**src/rtl/kv_novf_pkg.sv**
```systemverilog
// Shared constants for the non-overflowing multi-operand adder.
// CW_OF gives the carry-out width needed so NOP operands can never overflow.
package kv_novf_pkg;

  function automatic int clog2(input int v);
    int r;
    r = 0;
    for (int i = 0; i < 31; i++) begin
      if ((1 << i) < v) r = i + 1;
    end
    return r;
  endfunction

  // At least one carry bit, even for degenerate operand counts.
  function automatic int CW_OF(input int nop);
    int r;
    r = clog2(nop);
    return (r < 1) ? 1 : r;
  endfunction

endpackage

```
**src/rtl/kv_csa_3to2.sv**
```systemverilog
// 3:2 carry-save compressor: three addends in, sum vector and shifted carry vector out.
// Purely combinational; the carry vector is pre-shifted so s + c equals x + y + z modulo 2^EW.
module kv_csa_3to2 #(
  parameter int EW = 32
) (
  input  logic [EW-1:0] x,
  input  logic [EW-1:0] y,
  input  logic [EW-1:0] z,
  output logic [EW-1:0] s,
  output logic [EW-1:0] c
);

  assign s = x ^ y ^ z;
  assign c = {(x[EW-2:0] & y[EW-2:0]) | (x[EW-2:0] & z[EW-2:0]) | (y[EW-2:0] & z[EW-2:0]), 1'b0};

endmodule

```
**src/rtl/kv_novf_adder_pipe.sv**
```systemverilog
// Two-stage NOP-operand unsigned adder with exact carry-out, wrap/saturate mode and sticky overflow.
// Latency 2 cycles, one result per cycle; valid/ready on both sides, in_ready never depends on in_valid.
module kv_novf_adder_pipe
  import kv_novf_pkg::*;
#(
  parameter int EW  = 32,
  parameter int NOP = 3
) (
  input  logic                  clk,
  input  logic                  resetn,
  input  logic                  in_valid,
  output logic                  in_ready,
  input  logic [NOP*EW-1:0]     in_ops,
  input  logic                  in_sat,
  output logic                  out_valid,
  input  logic                  out_ready,
  output logic [EW-1:0]         out_sum,
  output logic [CW_OF(NOP)-1:0] out_carry,
  output logic                  out_ovf,
  output logic                  ovf_sticky,
  input  logic                  ovf_clr
);

  localparam int CW = CW_OF(NOP);
  localparam int SW = EW + CW;

  // Stage 1: carry-save reduction at full exact width
  logic [SW-1:0] ops_x   [NOP];
  logic [SW-1:0] s_chain [NOP-1];
  logic [SW-1:0] c_chain [NOP-1];

  for (genvar k = 0; k < NOP; k++) begin : g_ext
    assign ops_x[k] = {{CW{1'b0}}, in_ops[k*EW +: EW]};
  end

  assign s_chain[0] = ops_x[0];
  assign c_chain[0] = ops_x[1];

  for (genvar k = 0; k < NOP - 2; k++) begin : g_csa
    kv_csa_3to2 #(.EW(SW)) u_csa (
      .x (s_chain[k]),
      .y (c_chain[k]),
      .z (ops_x[k+2]),
      .s (s_chain[k+1]),
      .c (c_chain[k+1])
    );
  end

  logic          s1_valid;
  logic          s1_sat;
  logic [SW-1:0] s1_s;
  logic [SW-1:0] s1_c;
  logic          s1_adv;
  logic          in_fire;

  assign s1_adv   = s1_valid && (!out_valid || out_ready);
  assign in_ready = !s1_valid || s1_adv;
  assign in_fire  = in_valid && in_ready;

  always_ff @(posedge clk or negedge resetn) begin
    if (!resetn)       s1_valid <= 1'b0;
    else if (in_fire)  s1_valid <= 1'b1;
    else if (s1_adv)   s1_valid <= 1'b0;
  end

  always_ff @(posedge clk) begin
    if (in_fire) begin
      s1_s   <= s_chain[NOP-2];
      s1_c   <= c_chain[NOP-2];
      s1_sat <= in_sat;
    end
  end

  // Stage 2: final carry-propagate add; SW bits hold the exact sum
  logic [SW-1:0] exact;
  logic          ovf_n;
  logic [EW-1:0] sum_n;

  assign exact = s1_s + s1_c;
  assign ovf_n = |exact[SW-1:EW];
  assign sum_n = (s1_sat && ovf_n) ? {EW{1'b1}} : exact[EW-1:0];

  always_ff @(posedge clk or negedge resetn) begin
    if (!resetn) begin
      out_valid <= 1'b0;
      out_sum   <= '0;
      out_carry <= '0;
      out_ovf   <= 1'b0;
    end else if (s1_adv) begin
      out_valid <= 1'b1;
      out_sum   <= sum_n;
      out_carry <= exact[SW-1:EW];
      out_ovf   <= ovf_n;
    end else if (out_ready) begin
      out_valid <= 1'b0;
    end
  end

  // A set on handoff takes priority over a same-cycle clear
  always_ff @(posedge clk or negedge resetn) begin
    if (!resetn)                              ovf_sticky <= 1'b0;
    else if (out_valid && out_ready && out_ovf) ovf_sticky <= 1'b1;
    else if (ovf_clr)                         ovf_sticky <= 1'b0;
  end

endmodule
```
**config.mk**
```make
export PLATFORM = sky130hd
export DESIGN_NAME = kv_novf_adder_pipe
export DESIGN_NICKNAME = d
export VERILOG_FILES = /design/src/rtl/kv_novf_pkg.sv /design/src/rtl/kv_csa_3to2.sv /design/src/rtl/kv_novf_adder_pipe.sv
export SDC_FILE = /design/constraint.sdc
export NUM_CORES = 1
export LEC_CHECK = 0
export CORE_MARGIN = 10
export CORE_UTILIZATION = 50
export DETAILED_ROUTE_END_ITERATION = 10
export HOLD_SLACK_MARGIN = 0.08
export PLACE_DENSITY = 0.8
export SYNTH_ARGS = -nofsm -noshare
export SYNTH_HDL_FRONTEND = slang
export SYNTH_SLANG_ARGS = --single-unit
```
**constraint.sdc**
```tcl
create_clock -name clk -period 4.2 [get_ports clk]
set_input_delay 0.42 -clock clk [delete_from_list [all_inputs] [get_ports clk]]
set_output_delay 0.42 -clock clk [all_outputs]
set_load 0.05 [all_outputs]
```
==> results.ini <==
[floorplanning]
coreArea_um2 = 11400
io_pins = 140
die_w_um = 128
die_area_um2 = 16300
die_h_um = 128
rows = 39
start_util = 0.511

[clock_tree]
post_cts_resized = 0
path_clk_slew_ns = 0.07
clock_latency_ns = 0.34
cts_buffers = 9
clockBufferDepth = 2
ctsRootBufferMaster = clkbuf_16
cts.sink_count = 103
cts_tree = built
hold_buffers = 0
htreeDepth = 3
cts_setup_buffers = 0

[pwr]
ir_worst_vdd_mv = 0.435
p_per_area_nw_per_um2 = 478
p_leak_nw = 2.94

[sta]
report.final.slew_viol_count = 0
final_hold_viol_count = 0
worstMarginPinSlew_ns = 1.18
rsz0062_at_grt = no
fin_tns_setup_ns = 0
layout_setup_ws_ns = 0.680
fmax_mhz = 284
skew_ns = 0.0113
relSlewSlack = 0.213
finalCritPeriodShare = 0.838
fin_crit_ns = 3.52
setup_viol = 0

[route]
drc = 0
drt_iter0_drc = 372
ant_nets = 0
wl_per_cell_um = 17.9
first_pass_iters = 5
viasPerCell = 5.53
vias = 4093
drt-total-wl_um = 13300

[global_routing]
gr-total-overflow = 0
grt_pass1_wl_um = 21200
grt_util_all_layers = 0.158
antenna_found_initial = 0
first_global_vias = 4319
grt_max_degree = 39

[logic_synthesis]
synth_async_sr_flop_share = 0.369
synthCells = 459
ys.flop_type = edfxtp_1
avgSynthCellArea_um2 = 12.6
yosysWarnings = 0
yosysSeqAreaShare = 0.500
synth_edf_count = 65
syn-num-nets = 625
synth_cell_type_count = 56
synth_area_um2 = 5810
ys_ff_latch = 103

[critical_path]
required_ns = 4.41
crit_buf_inv = 1
critPathArrivalTime_ns = 3.73
critical-path-top-delay-family = compound AO/OA/AOI/OAI gates
cp_max_fo = 24
critPathSlowestCell = fa_1
path_class = flop to flop
max_stage_delay_ns = 0.44
path_cells = ha_1 -> fa_1 -> a211oi_2 -> nor4b_1 -> or3_4 -> a2bb2oi_2 -> a31oi_4 -> o311ai_1 -> mux2_4 -> a21oi_4 -> buf_4 -> a21oi_1
endpoint_kind = flop
start_kind = flop

[cells_and_area]
fillers = 869
drive_gt1_frac = 0.0670
seqCellArea_um2 = 2900
final_common_cell = clkdlybuf4s50_1
layout_common_cells = 138 x clkdlybuf4s50_1, 65 x edfxtp_1, 51 x a21oi_1
syn_to_final_growth_pct = 29.5
diodes = 0
multi_input_area_um2 = 2720
finalNetCount = 758

[job]
max_cap_violations = 0

[hold_path]
worstHoldPathType = input port to asynchronous set/reset pin

[placed_design]
place_ws_ns = 0.708
io_buffers = 139
place_congestion = 0.849
post-dp-hpwl_um = 10500

[status]
status = finished clean

-- layout make-up --
class | count | area share
flip-flops and latches | 103 | 0.386
inverters | 6 | 0.00299
clock buffers | 10 | 0.0333
clock inverters | 6 | 0.00582
well taps | 143 | 0.0238
repair buffers | 141 | 0.186
multi-input cells | 331 | 0.362
-- synth_stat cells (2+ instances only) --
library cell	n	area share
buf_6	8	0.016
clkbuf_1	4	0.0026
a31oi_1	4	0.0043
inv_1	6	0.0039
nand4_1	8	0.0086
a21oi_1	51	0.044
nand3_1	5	0.0043
xnor2_1	13	0.020
nand2b_1	2	0.0022
ha_1	31	0.067
nor2_1	35	0.023
dfrtp_1	38	0.16
and2_1	3	0.0032
a21oi_2	8	0.012
xor2_1	15	0.023
fa_1	33	0.11
o21ai_0	29	0.025
a221oi_1	2	0.0030
o21a_1	4	0.0052
o22a_1	8	0.012
edfxtp_1	65	0.34
a21o_2	2	0.0030
buf_4	3	0.0039
nand2_1	24	0.016
a21o_1	23	0.030
o21bai_1	5	0.0065
-- kinds of logic (layout without fill, tap and decap cells) --
| kind of cell | count (synthesis) | in the layout | share of synthesized area |
|---|---|---|---|
| AOI/OAI and AO/OA | 151 | 151 | 0.173 |
| DFF | 103 | 103 | 0.500 |
| and+or+nand+nor | 87 | 87 | 0.0696 |
| adders and majority gates | 64 | 64 | 0.181 |
| xor gates and xnor gates | 28 | 28 | 0.0422 |
| buffers and inverters | 25 | 163 | 0.0315 |
| muxes | 1 | 1 | 0.00259 |
-- metrics by stage --
stage / hold slack [ns] / instances / util / total power (W) / cell area [um^2]
floorplan: 0.124 / 459 / - / 0.00229 / 5810
global placement: 0.441 / 724 / 0.636 / 0.00275 / 7230
detailed placement: 0.452 / 724 / 0.636 / 0.00279 / 7230
CTS: 0.192 / 740 / 0.661 / 0.00362 / 7520
global route: 0.225 / 740 / 0.661 / 0.00377 / 7520
finish: 0.167 / 740 / 0.661 / 0.00359 / 7520
-- sequential cells by signal, summed over array words and instances (netlist names) --
name	count
out_carry	2
out_ovf	1
out_sum	32
out_valid	1
ovf_sticky	1
s1_c	32
s1_s	32
s1_sat	1
s1_valid	1
-- metal layers --
metal | vias to the layer above | track usage | routed length [um]
li1 | 1961 | - | -
met2 | 130 | 0.277 | 6800
met3 | 10 | 0.0393 | 796
met5 | - | 0 | 0
met4 | 0 | 0.0325 | 101
met1 | 1992 | 0.193 | 5570
-- where the power goes --
| part | switching [W] | internal, W |
|---|---|---|
| Clock | 0.000384 | 0.000445 |
| Combinational | 0.000874 | 0.000542 |
| Sequential | 0.0000860 | 0.00126 |
| Total | 0.00134 | 0.00225 |
-- path summary, 6_finish.rpt --
check | start | end | cells after the start | slack [ns]
worst max-delay path | s1_s[1] | out_sum[22] | 12 | 0.68
worst min-delay path | resetn | out_sum[1] | 1 | 0.17
worst max register to register | s1_s[1] | out_sum[22] | 12 | 0.68
worst min register to register | s1_s[0] | out_sum[0] | 1 | 0.47
max in group asynchronous | resetn | out_sum[14] | 1 | 3.50
min in group clk | s1_s[0] | out_sum[0] | 1 | 0.47
Note: power is estimated with default switching activity, not from simulation.
